==> config.mk <==
export PLATFORM = sky130hd
export DESIGN_NAME = llc_cmd_issuer
export DESIGN_NICKNAME = d
export VERILOG_FILES = /design/src/rtl/llc_cmd_issuer_pkg.sv /design/src/rtl/llc_cmd_fifo.sv /design/src/rtl/llc_cmd_issuer.sv
export SDC_FILE = /design/constraint.sdc
export NUM_CORES = 1
export LEC_CHECK = 0
export CAP_MARGIN = 20
export CELL_PAD_IN_SITES_DETAIL_PLACEMENT = 0
export CELL_PAD_IN_SITES_GLOBAL_PLACEMENT = 1
export CORE_AREA = 4 4 152 154
export CTS_BUF_LIST = sky130_fd_sc_hd__clkbuf_8 sky130_fd_sc_hd__clkbuf_16
export CTS_CLUSTER_SIZE = 40
export DETAILED_ROUTE_END_ITERATION = 10
export DIE_AREA = 0 0 156 158
export PLACE_DENSITY_LB_ADDON = 0.1
export SYNTH_ARGS = -nofsm -noshare
export SYNTH_HDL_FRONTEND = slang
export SYNTH_SLANG_ARGS = --single-unit
==> constraint.sdc <==
create_clock -name clk -period 9.09 [get_ports clk]
set_input_delay 1.818 -clock clk [delete_from_list [all_inputs] [get_ports clk]]
set_output_delay 1.818 -clock clk [all_outputs]
set_load 0.01 [all_outputs]
==> src/rtl/llc_cmd_issuer_pkg.sv <==
// Shared LLC command definitions: code/address widths, command enum, and the
// legality check used by the trace-side issuer.
package llc_cmd_issuer_pkg;

  localparam int CMDSIZE   = 4;
  localparam int ADDR_BITS = 32;

  typedef enum logic [CMDSIZE-1:0] {
    CMD_L1_RD    = 4'h0,
    CMD_L1_WR    = 4'h1,
    CMD_L1_IRD   = 4'h2,
    CMD_SNP_INV  = 4'h3,
    CMD_SNP_RD   = 4'h4,
    CMD_SNP_WR   = 4'h5,
    CMD_SNP_RWIM = 4'h6,
    CMD_CLEAR    = 4'h8,
    CMD_PRINT    = 4'h9,
    CMD_NOP      = 4'hF
  } cmd_t;

  typedef struct packed {
    logic [CMDSIZE-1:0]   cmd;
    logic [ADDR_BITS-1:0] addr;
  } rec_t;

  function automatic logic is_legal_cmd(input logic [CMDSIZE-1:0] c);
    case (c)
      CMD_L1_RD, CMD_L1_WR, CMD_L1_IRD, CMD_SNP_INV, CMD_SNP_RD,
      CMD_SNP_WR, CMD_SNP_RWIM, CMD_CLEAR, CMD_PRINT: is_legal_cmd = 1'b1;
      default:                                         is_legal_cmd = 1'b0;
    endcase
  endfunction

endpackage

==> src/rtl/llc_cmd_fifo.sv <==
// Small power-of-two FIFO; an extra pointer bit separates full from empty.
module llc_cmd_fifo #(
  parameter int DEPTH = 4,
  parameter int W     = 36
) (
  input  logic         clk,
  input  logic         reset,
  input  logic         push,
  input  logic [W-1:0] din,
  input  logic         pop,
  output logic         full,
  output logic         empty,
  output logic [W-1:0] head
);

  localparam int AW = $clog2(DEPTH);

  logic [W-1:0] mem [DEPTH];
  logic [AW:0]  wr_ptr, rd_ptr;
  logic         do_push, do_pop;

  assign full    = (wr_ptr[AW] != rd_ptr[AW]) && (wr_ptr[AW-1:0] == rd_ptr[AW-1:0]);
  assign empty   = (wr_ptr == rd_ptr);
  assign do_push = push && !full;
  assign do_pop  = pop && !empty;
  assign head    = mem[rd_ptr[AW-1:0]];

  always_ff @(posedge clk) begin
    if (reset) begin
      wr_ptr <= '0;
      rd_ptr <= '0;
    end else begin
      if (do_push) wr_ptr <= wr_ptr + (AW+1)'(1);
      if (do_pop)  rd_ptr <= rd_ptr + (AW+1)'(1);
    end
  end

  always_ff @(posedge clk) begin
    if (do_push) mem[wr_ptr[AW-1:0]] <= din;
  end

endmodule

==> src/rtl/llc_cmd_issuer.sv <==
// Trace-to-LLC command sequencer: buffers legal records, issues one at a time
// with ack, inserts a NOP gap between records, and watches for a stalled LLC.
module llc_cmd_issuer
  import llc_cmd_issuer_pkg::*;
#(
  parameter int DEPTH   = 4,
  parameter int TIMEOUT = 64
) (
  input  logic                 clk,
  input  logic                 reset,
  input  logic                 in_valid,
  output logic                 in_ready,
  input  logic [CMDSIZE-1:0]   in_cmd,
  input  logic [ADDR_BITS-1:0] in_addr,
  output logic                 llc_valid,
  output logic [CMDSIZE-1:0]   llc_cmd,
  output logic [ADDR_BITS-1:0] llc_addr,
  input  logic                 llc_ack,
  output logic [31:0]          issued_count,
  output logic [15:0]          dropped_count,
  output logic                 err_timeout,
  output logic                 idle
);

  localparam int WD_W = $clog2(TIMEOUT + 1);

  typedef enum logic [1:0] {ST_IDLE, ST_ISSUE, ST_GAP} state_t;

  state_t          state;
  logic [WD_W-1:0] wd_cnt;
  logic            full, empty, in_legal, push, pop;
  rec_t            head, in_rec;

  assign in_rec   = '{cmd: in_cmd, addr: in_addr};
  assign in_legal = is_legal_cmd(in_cmd);
  assign in_ready = !full;
  assign push     = in_valid && in_ready && in_legal;
  assign pop      = (state == ST_ISSUE) && llc_ack;
  assign idle     = empty && (state == ST_IDLE);

  llc_cmd_fifo #(.DEPTH(DEPTH), .W($bits(rec_t))) u_fifo (
    .clk   (clk),
    .reset (reset),
    .push  (push),
    .din   (in_rec),
    .pop   (pop),
    .full  (full),
    .empty (empty),
    .head  (head)
  );

  always_ff @(posedge clk) begin
    if (reset) begin
      state         <= ST_IDLE;
      llc_valid     <= 1'b0;
      llc_cmd       <= CMD_NOP;
      llc_addr      <= '0;
      issued_count  <= '0;
      dropped_count <= '0;
      err_timeout   <= 1'b0;
      wd_cnt        <= '0;
    end else begin
      if (in_valid && in_ready && !in_legal && dropped_count != 16'hFFFF)
        dropped_count <= dropped_count + 16'd1;
      case (state)
        ST_IDLE: begin
          // An empty FIFO in IDLE forwards the record being pushed, so it
          // reaches the LLC the cycle after it is accepted.
          if (!empty) begin
            state     <= ST_ISSUE;
            llc_valid <= 1'b1;
            llc_cmd   <= head.cmd;
            llc_addr  <= head.addr;
            wd_cnt    <= '0;
          end else if (push) begin
            state     <= ST_ISSUE;
            llc_valid <= 1'b1;
            llc_cmd   <= in_cmd;
            llc_addr  <= in_addr;
            wd_cnt    <= '0;
          end
        end
        ST_ISSUE: begin
          if (llc_ack) begin
            state        <= ST_GAP;
            llc_valid    <= 1'b0;
            llc_cmd      <= CMD_NOP;
            llc_addr     <= '0;
            issued_count <= issued_count + 32'd1;
          end else if (wd_cnt == WD_W'(TIMEOUT - 1)) begin
            err_timeout <= 1'b1;
          end else begin
            wd_cnt <= wd_cnt + WD_W'(1);
          end
        end
        ST_GAP: begin
          if (!empty) begin
            state     <= ST_ISSUE;
            llc_valid <= 1'b1;
            llc_cmd   <= head.cmd;
            llc_addr  <= head.addr;
            wd_cnt    <= '0;
          end else begin
            state <= ST_IDLE;
          end
        end
        default: state <= ST_IDLE;
      endcase
    end
  end

endmodule

Word-level counts from Yosys, hierarchy flattened
Memories as Yosys holds them, arrays and structs flattened. A register that Yosys moved wholly into a read port is not among the register bits.
Index checks and enable logic that the tools add are counted.
{"block": "op_classes", "bitwise": 1, "eq_ne": 12, "reduce_logical": 19, "n_mux": 30, "addsub": 5}
{"op": "$mux 32", "count": 4}
{"op": "$pmux 32 s3", "count": 1}
{"op": "$mux 7", "count": 5}
{"op": "$add 32x1->32 const B", "count": 1}
{"op": "$pmux 7 s3", "count": 1}
{"op": "$add 16x1->16 const B", "count": 1}
{"op": "$mux 4", "count": 4}
{"op": "$ne 16x16->1 const B", "count": 1}
{"op": "$pmux 4 s3", "count": 1}
{"op": "$mux 2", "count": 5}
{"op": "$logic_and 1x1->1", "count": 9}
{"op": "$ne 2x2->1 const B", "count": 4}
{"op": "$add 7x1->7 const B", "count": 1}
{"op": "$eq 7x6->1 const B", "count": 1}
{"op": "$mux 1", "count": 7}
{"op": "$add 3x1->3 const B", "count": 2}
{"op": "$pmux 2 s3", "count": 1}
{"op": "$reduce_and 5->1", "count": 1}
{"op": "$reduce_and 2->1", "count": 2}
{"op": "$reduce_and 4->1", "count": 1}
{"op": "$eq 3x3->1", "count": 1}
{"op": "$logic_not 1->1", "count": 3}
{"op": "$ne 3x2->1 const B", "count": 1}
{"op": "$pmux 1 s3", "count": 1}
{"op": "other kinds (8)", "count": 8}
{"block": "totals", "input_bits": 40, "register_bits": 101, "memories": 2, "rom_bits": 16, "out_inout_bits": 88, "wordCells": 79, "ramBits": 144}
{"memory": "u_fifo.mem", "words": 4, "width": 36, "read_ports": 1, "rd_clocked_by_memory_dff": 1, "write_ports": 1, "line": "llc_cmd_fifo.sv:18", "text": "logic [W-1:0] mem [DEPTH];"}
{"memory": "(name not given)", "words": 16, "width": 1, "read_ports": 1, "rd_clocked_by_memory_dff": 0, "write_ports": 0, "line": "llc_cmd_issuer_pkg.sv:27", "text": "case (c)"}

Longest topological paths before layout
{"block": "depth", "depth_word": 8, "depth_mapped": 9, "ltp_nobuf": 7}

By module
A second synthesis with hierarchy kept.
{"block": "unflattened", "hier_cells": 776, "area_unflattened_um2": 10256.1}
{"module": "llc_cmd_fifo", "seq_area_each_um2": 4484.3, "cells_each": 256, "area_per_inst_um2": 5760.5, "instances": 1}
{"module": "llc_cmd_issuer", "seq_area_each_um2": 1901.8, "cells_each": 520, "area_per_inst_um2": 4495.6, "instances": 1}

Least setup slack after synthesis
OpenSTA, ideal clock, no wires.
{"block": "synth_timing", "path_type": "input -> register", "start": "input port in_cmd[1]", "end": "memory u_fifo.mem[3][0], enable pin", "t_arrival_ns": 5.112, "path_stages": 3, "required_ns": 8.604, "setup_ns": 0.486, "path_slack_ns": 3.491, "n_path_buf": 0, "path_cell_list": "o21ai_0 nand3_1 nor3b_1"}
{"block": "synth_between", "elab_chain_cells": 5}
{"item": "from (decl)", "line": "llc_cmd_issuer.sv:13", "text": "input logic [CMDSIZE-1:0] in_cmd,"}
{"item": "$mem_v2 16x1"}
{"item": "$logic_and 1x1->1", "line": "llc_cmd_issuer.sv:37", "text": "assign push = in_valid && in_ready && in_legal;"}
{"item": "$logic_and 1x1->1", "line": "llc_cmd_fifo.sv:24", "text": "assign do_push = push && !full;"}
{"item": "$mux 1", "line": "llc_cmd_fifo.sv:39", "text": "if (do_push) mem[wr_ptr[AW-1:0]] <= din;"}
{"item": "$mux 1 (implied by the code)", "line": "llc_cmd_fifo.sv:39"}
{"item": "to (decl)", "line": "llc_cmd_fifo.sv:18"}
No other way between the ends.

Worst setup path in the final report
{"block": "layout_timing", "start": "input port in_cmd[2]", "end": "memory u_fifo.mem[1][22], enable pin"}
The elaborated chain is that of the path after synthesis.

==> qor_table.md <==
| Result | Value |
|---|---|
| CTS root buf | clkbuf_16 |
| Antenna Nets Post-Route | 0 |
| N_diodes | 0 |
| Fraction of layout instances using a drive strength above 1 | 0.1199 |
| CTS tree | done |
| Share of power burned in registers | 0.403 |
| Insertion delay of the later-clocked pin in the worst-skew pair | 0.52 ns |
| Max Cap Viol | 0 |
| Switching fraction of total power | 0.2822 |
| Worst setup path endpoint | u_fifo.mem[1][22]$_DFFE_PP_ |
| Reg area | 0.006389 mm2 |
| Internal power of the cells | 2.338 mW |
| Total Nets Final | 966 |
| Part of the total power dissipated in the clock network | 0.358 |
| Yosys top cell area share | 0.4124 |
| Worst Hold Class | flip-flop to flip-flop |
| Total standard cell area after synthesis | 0.01049 mm2 |
| CP peak stage delay | 0.89 ns |
| Number of flip-flops and latches in the synthesized netlist | 247 |
| Net count after synthesis | 853 |
| CP Cell Sequence | clkdlybuf4s50_1, o21ai_0, nand3_1, nor2b_1, and2_2 |
| Total overflow reported by the global router | 0 |
| Outcome | finished clean |
| Number of cells on the worst reg-to-reg path | 7 |
| FF-to-FF setup slack | 6.28 ns |
| Final count of hold timing violations | 0 |
| Post-cts hold buffer count | 0 |
| Number of port buffers | 127 |
| Number of enable flip-flop cells after synthesis | 144 |
| Clock buffer depth | 3 |
| Worst slew pin tran | 1.011 ns |
| Total power draw | 3.257 mW |
| Htree depth | 1 |
| Drt drc | 0 |
| Crit path capture type | flip-flop |
| Ranking of synthesized cells by area | edfxtp_1 (41%), dfxtp_1 (20%), mux4_2 (7.7%) |
| Pin count of the biggest net entering global routing | 76 |
| Relative contribution of combinational cells to total power | 0.240 |
| Post-cts gate resize count | 0 |
| Routed vias/inst | 5.622 |
| Initial drt markers | 328 |
| Instance count of the mapped netlist | 801 |
| Setup_tns | 0 ns |
| Number of top-level design ports | 128 |
| Wire length of the first global-routing pass | 36.93 mm |
| Final-layout fill cell count | 1,670 |
| Worst clock skew on the final layout | 0.01523 ns |
| Wirelength per Cell | 18.99 um |
| Total Routed Length | 23.05 mm |
| Async S/R FF share, synth | 0 |
| Highest fanout seen on the critical path | 36 |
| Pwr dens | 251.6 mW/mm2 |
| Startpoint type of the worst setup path | input port |
| Vias post-DR | 6,825 |
| Die W | 156 um |
| Final Setup Violations | 0 |
| Number of rows in the core area | 54 |
| Maximum frequency from static timing analysis | 0.2414 GHz |
| Number of antenna violations at the first check in global routing | 1 |
| Reg-to-reg startpoint | state[1]$_SDFFE_PP0P_ |
| Number of global-route vias before repair | 6,901 |
| Cell type with the highest aggregate area in the netlist | edfxtp_1 |
| Die Area | 0.02465 mm2 |
| Warning count from the yosys run | 0 |
| Number of detailed-route iterations in the first pass | 5 |
| Initial core utilization | 0.4835 |
| Kind of critical path | input port to flip-flop |
| Max-slew violation count | 0 |
| Max-slew headroom | 0.3260 |
| Leak Pwr | 4.240 nW |
| Layout overhead on the synthesized area | 23.46% |
| Crit share post-route | 0.4558 |
| RSZ-0062 raised after global routing | false |
| Crit path launch | in_cmd[2] |
| Required time of the critical path | 9.23 ns |
| Vertical die dimension | 158 um |
| DPL Wire Length | 14.43 mm |
| Net switching power | 919.0 uW |
| Synthesized area per cell | 13.09 um2 |
| Setup repair bufs after CTS | 0 |
| Area of combinational cells with multiple inputs | 0.003801 mm2 |
| Clock Sinks | 247 |
| GRT Overall Usage | 0.1855 |
| Reg-to-reg endpoint | issued_count[22]$_SDFFE_PP0P_ |
| Period minus WS final | 4.143 ns |
| IR Drop Worst-Case VDD | 0.0001624 V |
| Core region area | 0.02169 mm2 |
| Unique cell type count in the Yosys netlist | 53 |
| Slowest stage cell, crit path | and2_2 |
| Critical Path AT | 4.28 ns |
| Primary FF master, synth | edfxtp_1 |
| Clock transition at the registers of the reported paths | 0.06 ns |
| Sequential element share of the synthesized area | 0.6090 |
| Routability-driven placement congestion ratio | 0.7438 |
| Total CTS buffers | 26 |
## cell type report
type / instances / share of cell area
clock buffer: 27 / 0.05219
clock inverter: 21 / 0.02242
inverter: 27 / 0.007828
multi-input combinational: 477 / 0.2936
sequential: 247 / 0.4935
tap: 280 / 0.02706
timing repair buffer: 135 / 0.1034
## metal layers
layer / vias up / track usage / part of all wire
met5: - / 0 / 0.00056
met3: 26 / 0.02734 / 0.042
met1: 3367 / 0.2369 / 0.43
met2: 169 / 0.3369 / 0.52
met4: 2 / 0.03960 / 0.012
li1: 3261 / - / -
## critical path: cells and delay by family
kind / cells / cell delay (ns)
simple gates: 3 / 1.46
buf+inv: 1 / 0.57
compound gates: 1 / 0.42
## synth_stat cells, types with 2 or more instances
cell type and number:
nor4_2 4, o31ai_1 4, or4_1 6, o21ai_1 9
xnor2_1 26, buf_4 3, mux2i_1 35, dfxtp_1 103
nand4_1 13, edfxtp_1 144, nand3_1 24, o211ai_1 8
xor2_1 14, nand2b_1 2, o21ai_0 26, o21a_1 2
buf_2 13, inv_1 26, o31a_1 2, mux2_1 5
a211oi_1 12, o32ai_1 5, nor2b_1 2, nand2_1 29
nor2_1 60, nor4_1 3, and4_1 5, a2bb2oi_1 32
nor3_1 12, or3_1 11, ha_1 12, a21oi_1 49
and3_1 7, mux4_2 36, and2_1 7, clkbuf_1 33
## flip-flops by register name (all words and copies together), names as in the netlist, named ones only
name,count
u_fifo.rd_ptr,3
issued_count,32
llc_valid,1
llc_cmd,4
dropped_count,16
u_fifo.mem,144
wd_cnt,7
state,2
u_fifo.wr_ptr,3
llc_addr,32
err_timeout,1
## cell usage in the layout, fill, tap and decap left out, types with 9 or more instances in the layout
| cell type | instances |
|---|---|
| edfxtp_1 | 144 |
| a211oi_1 | 12 |
| dfxtp_1 | 101 |
| mux2i_1 | 35 |
| ha_1 | 12 |
| xor2_1 | 14 |
| clkdlybuf4s50_1 | 126 |
| a21oi_1 | 49 |
| o21ai_1 | 9 |
| nand2_1 | 29 |
| mux4_2 | 36 |
| a2bb2oi_1 | 32 |
| inv_1 | 26 |
| or3_1 | 10 |
| nand4_1 | 13 |
| clkbuf_16 | 27 |
| o21ai_0 | 26 |
| nand3_1 | 24 |
| xnor2_1 | 26 |
| nor2_1 | 60 |
| nor3_1 | 12 |
## metrics by stage
stage	std cells	hold WS [ns]	area, um2	utilization	worst slack (ns)
CTS	1213	0.4628	12930	0.5960	4.955
finish	1214	0.4714	12950	0.5969	4.947
global route	1214	0.4781	12950	0.5969	4.811
floorplan	801	0.4259	10490	-	3.491
detailed placement	1165	0.4554	11960	0.5515	4.434
global placement	1165	0.4347	11960	0.5515	4.516
## cells by family (layout without fill, tap and decap cells)
kind of cell               after synthesis  after routing  share of synthesized area
AOI/OAI and AO/OA                      157            157                     0.1002
xor gates and xnor gates                41             41                    0.03496
adders and majority gates               12             12                    0.01432
buffers and inverters                   77            210                    0.03019
DFF                                    247            247                     0.6090
muxes                                   76             76                     0.1161
and+or+nand+nor                        191            191                    0.09522
## power groups by stage
| stage | combinational (mW) | clock (mW) | sequential [mW] |
|---|---|---|---|
| after floorplan | 0.478 | 0 | 1.36 |
| after global placement | 0.767 | 0 | 1.33 |
| after detailed placement | 0.786 | 0 | 1.33 |
| after CTS | 0.790 | 1.19 | 1.31 |
| after global routing | 0.855 | 1.25 | 1.32 |
| final | 0.780 | 1.17 | 1.31 |
## worst min path at each step
stage	start	end	slack (ns)	cells past startpoint
after floorplan	wd_cnt[6]$_SDFFE_PP0P_	wd_cnt[6]$_SDFFE_PP0P_	0.43	2
after global routing	wd_cnt[6]$_SDFFE_PP0P_	wd_cnt[6]$_SDFFE_PP0P_	0.48	2
after CTS	wd_cnt[6]$_SDFFE_PP0P_	wd_cnt[6]$_SDFFE_PP0P_	0.46	2
after global placement	wd_cnt[6]$_SDFFE_PP0P_	wd_cnt[6]$_SDFFE_PP0P_	0.43	2
after detailed placement	wd_cnt[6]$_SDFFE_PP0P_	wd_cnt[6]$_SDFFE_PP0P_	0.46	2
final	wd_cnt[6]$_SDFFE_PP0P_	wd_cnt[6]$_SDFFE_PP0P_	0.47	2
Power figures use the tool's default switching activity.
==> RTL change 1 (config.mk and constraints unchanged) <==
Encoding of `state_t`: now one-hot (3 bits for 3 states).
--- a/src/rtl/llc_cmd_issuer.sv
+++ b/src/rtl/llc_cmd_issuer.sv
@@ -25,5 +25,5 @@
   localparam int WD_W = $clog2(TIMEOUT + 1);
 
-  typedef enum logic [1:0] {ST_IDLE, ST_ISSUE, ST_GAP} state_t;
+  typedef enum logic [2:0] {ST_IDLE = 3'b001, ST_ISSUE = 3'b010, ST_GAP = 3'b100} state_t;
 
   state_t          state;
Function: same outputs for any inputs over 4 cycles, from zero or initial values and one cycle with reset high; so few cycles prove little.
==> RTL change 1 against the unedited design <==
- sequential cell count increased by 1
- final area decreased by 3.5%
- area after synthesis decreased by 3.7%
- synthesized cell count decreased by 6.9%
- setup slack got worse by 0.018 ns
- utilization decreased by 2.1 points
- largest cell class unchanged
- wire length decreased by 4.6%
- highest routed layer is now met4
Power is not compared: it rests on default switching activity, and its combinational part moved more than twofold at a synthesized area within 25%.
==> RTL change 1: results (changes against the unedited design) <==
* Status: finished clean
* First-pass GRT wire length at 35,200 um (-4.6%)
* Top cells by count, synth: edfxtp_1, dfxtp_1, nor2_1
* DRT iter0 DRCs at 334 (+1.8%)
* Fill count at 1,738 (+4.1%)
* Total Nets Final at 911 (-5.7%)
* Antenna violations before repair at 0 (-1)
* Worst-path maximum fanout at 6 (-83%)
* Routed WL per cell at 18.9 um (-0.50%)
* Routed vias at 6,536 (-4.2%)
* Port bufs at 127 (unchanged)
* Seq/Total Area, Yosys at 63.4% (+2.5 points)
* DPL Wire Length at 13,500 um (-6.7%)
* Placed cell area at 11,600 sq um (-3.0%)
* Dpl cells at 1,114 (-4.4%)
* Skew final at 0.0129 ns (-0.00234 ns)
* Largest net degree at the start of global routing at 73 (-3.9%)
* Finished Layout Cells at 1,164 (-4.1%)
* Placer congestion estimate at 0.772 (+3.8%)
* Setup Fix Bufs, Post-CTS at 0 (unchanged)
* Worst-margin pin slew at 1.03 ns (+0.0228 ns)
* TritonCTS Buffers at 27 (+3.8%)
* CP max stage delay at 0.58 ns (-0.31 ns)
* Number of global-route vias before repair at 6,642 (-3.8%)
* Share of cells above drive strength 1 at 14.5% (+2.5 points)
* Total track usage at 17.8% (-0.80 points)
* Post-Syn Area per Cell at 13.5 sq um (+3.4%)
* Net Count, Synth at 794 (-6.9%)
* Largest cells by area after synthesis: edfxtp_1, dfxtp_1, mux4_2
* FFs w/ async S/R, synth at 0% (unchanged)
* Post-synth cell types at 48 (-9.4%)
* Synthesis Warnings at 0 (unchanged)
* Slowest CP cell: clkdlybuf4s50_1
* First-pass iteration count of the detailed router at 4 (-1)
==> RTL change 1: cell count changes after synthesis, moves of 6 or more <==
cell and change:
xnor2_1 -7, nor3_1 +28, o211ai_1 -7, o31ai_1 +7
buf_2 -6, inv_1 -15, nor2_1 -9, a211oi_1 -12
o21ai_0 -12, a2bb2oi_1 -31, a31o_2 +32, o21ai_1 -9
nor4_1 +7, a21oi_1 -20
==> RTL change 1: worst paths after layout <==
path	slack, ns	end	cells after the start	startpoint
min reg2reg	0.43	wd_cnt[6]	2	wd_cnt[6]
min	0.43	wd_cnt[6]	2	wd_cnt[6]
max reg2reg	6.37	llc_addr[19]	4	state[1]
max	4.93	idle	4	u_fifo.wr_ptr[1]
==> RTL change 1: metal layers <==
metal	vias to the layer above	wire [um]	global-route usage [%]
met4	0	269	4.34
met1	3255	9550	23.6
li1	3105	-	-
met2	156	11100	30.7
met3	20	1090	2.95
met5	-	0	0
==> RTL change 1: where the power goes <==
part,internal [mW],total (mW),switching [mW]
sequential,1.24,1.26,0.0214
clock,0.660,1.08,0.420
combinational,0.122,0.256,0.135
==> RTL change 1: cells by family (layout without fill, tap and decap cells) <==
| group | Yosys count | after routing | synth area share (%) |
|---|---|---|---|
| flip-flops | 248 | 248 | 63.4 |
| AND/OR/NAND/NOR | 224 | 224 | 11.7 |
| AO/OA/AOI/OAI | 105 | 105 | 7.32 |
| multiplexers | 71 | 71 | 11.5 |
| buffers and inverters | 56 | 194 | 2.17 |
| XOR/XNOR | 34 | 34 | 2.95 |
| adder cells (fa/ha/maj) | 8 | 8 | 0.991 |
==> RTL change 1: final cells by class <==
class                           instances  area [sq um]  share of cell area, %
Sequential cell                       248          6410                   51.3
Multi-Input combinational cell        442          3490                   27.9
Timing Repair Buffer                  133          1310                   10.5
Clock buffer                           28           689                   5.52
Tap cell                              280           350                   2.80
Clock inverter                         22           205                   1.64
Inverter                               11          41.3                  0.330
==> RTL change 1: worst max-delay path, delay by kind of cell, from the launching register on <==
family                    cells  cell delay, ns
and+or+nand+nor               2            0.65
DFF                           1            0.35
buffers and inverters         1            0.58
xor gates and xnor gates      1            0.23
==> RTL change 1: metrics by stage <==
stage	setup slack (ns)	util (%)	hold WS, ns
after global placement	4.59	53.5	0.416
after detailed placement	4.49	53.5	0.428
after global routing	4.83	57.6	0.453
after CTS	4.92	57.6	0.436
final	4.93	57.6	0.431
after floorplan	5.30	-	0.407
==> RTL change 2 (config.mk and constraints unchanged) <==
Made on the original files. Set the parameter `TIMEOUT` to 128 (it was 64).
--- a/src/rtl/llc_cmd_issuer.sv
+++ b/src/rtl/llc_cmd_issuer.sv
@@ -5,5 +5,5 @@
 #(
   parameter int DEPTH   = 4,
-  parameter int TIMEOUT = 64
+  parameter int TIMEOUT = 128
 ) (
   input  logic                 clk,
Formal check against the unedited RTL: no difference found for any inputs over 4 cycles, from zero or initial values and one cycle with reset high; that may be too few to reach the edited logic, so the function may still have changed.
==> RTL change 2 against the unedited design <==
- setup slack worse by 0.080 ns
- sequential cell count is 1 higher
- final area is 0.86% lower
- first-iteration DRC count up 34%
- combinational power increased by 18%
- clock skew grew 0.0022 ns
- area after synthesis shrank 1.3%
- wire length rose by 2.0%
- total power increased by 5.6%
- maximum frequency is 1.9% lower
- sequential share of layout area up 0.58 points
- count of clock-buffer cells in the layout grew 3
- highest routed layer is now met4
==> RTL change 2: results (changes against the unedited design) <==
* Met2 WL at 11,600 um (-2.8%)
* Pint at 2.39 mW (+2.3%)
* Hold Startpoint: err_timeout
* Largest cells by area after synthesis: edfxtp_1, dfxtp_1, mux4_2
* Seq/Total Area, Yosys at 61.9% (+1.0 points)
* Dpl ws at 4.68 ns (+0.244 ns)
* DRT iter0 DRCs at 441 (+34%)
* R2r setup slk at 6.29 ns (about the same)
* Placer congestion estimate at 0.765 (+2.9%)
* FFs & Latches at 248 (+0.40%)
* Crit path max-delay family: buffers and inverters
* Pleak at 4.13 nW (-2.5%)
* End of the worst hold path: err_timeout
* Skew final at 0.0174 ns (+0.00218 ns)
* Total track usage at 19.2% (+0.60 points)
* Antenna violations before repair at 0 (-1)
* Min Hold Slack at 0.482 ns (+0.0109 ns)
* Placed cell area at 11,800 sq um (-0.96%)
* Total Nets Final at 947 (-2.0%)
* Sequential share of cell area at 49.9% (+0.58 points)
* Status: finished clean
* Worst r2r dst: llc_addr[21]
* Storage cell area at 6410 sq um (+0.31%)
* Pwr Density at 268 nW/um^2 (+6.5%)
* VDD IR max at 0.201 mV (+24%)
* Vias per cell at 5.77 (+2.7%)
* First-pass GRT wire length at 38,000 um (+2.9%)
* Period utilisation layout at 46.5% (+0.87 points)
* Top cells by count, synth: edfxtp_1, dfxtp_1, a21oi_1
* Slowest CP cell: clkdlybuf4s50_1
* Dpl cells at 1,145 (-1.7%)
* Uppermost routed layer: met4
* Worst-margin pin slew at 1.07 ns (+0.0623 ns)
* Share of cells above drive strength 1 at 13.2% (+1.2 points)
* Fill count at 1,727 (+3.4%)
* DPL Wire Length at 14,200 um (-1.8%)
* Cells after synthesis at 776 (-3.1%)
* Net Count, Synth at 828 (-2.9%)
* Met3 WL at 1300 um (+35%)
* TritonCTS Buffers at 27 (+3.8%)
* Comb_multi_in at 464 (-2.7%)
* Worst-path maximum fanout at 6 (-83%)
## RTL change 2: cell count changes in the layout (fill, tap and decap cells not counted), sizes merged, moves of 9 or more
cell and delta:
nor2 -9, a211oi +20, mux2i -31, a22oi +32, o21ai -13, a2bb2oi -32, a21oi +12
## RTL change 2: cells by family (layout without fill, tap and decap cells)
logic type               after synthesis  in the layout  synth area share (%)
AND/OR/NAND/NOR                      187            187                  9.53
multiplexers                          45             45                  8.77
adder cells (fa/ha/maj)               12             12                  1.45
buffers and inverters                 64            204                  2.53
XOR/XNOR                              37             37                  3.42
flip-flops                           248            248                  61.9
AO/OA/AOI/OAI                        183            183                  12.4
## RTL change 2: worst max-delay path by stage
stage / start / endpoint / cells past startpoint
after floorplan: in_cmd[1] / u_fifo.mem[3][0] / 3
after global placement: in_cmd[2] / llc_addr[22] / 7
after detailed placement: in_cmd[1] / llc_addr[5] / 7
after CTS: u_fifo.wr_ptr[0] / idle / 4
after global routing: u_fifo.wr_ptr[0] / idle / 4
final: u_fifo.wr_ptr[0] / idle / 4
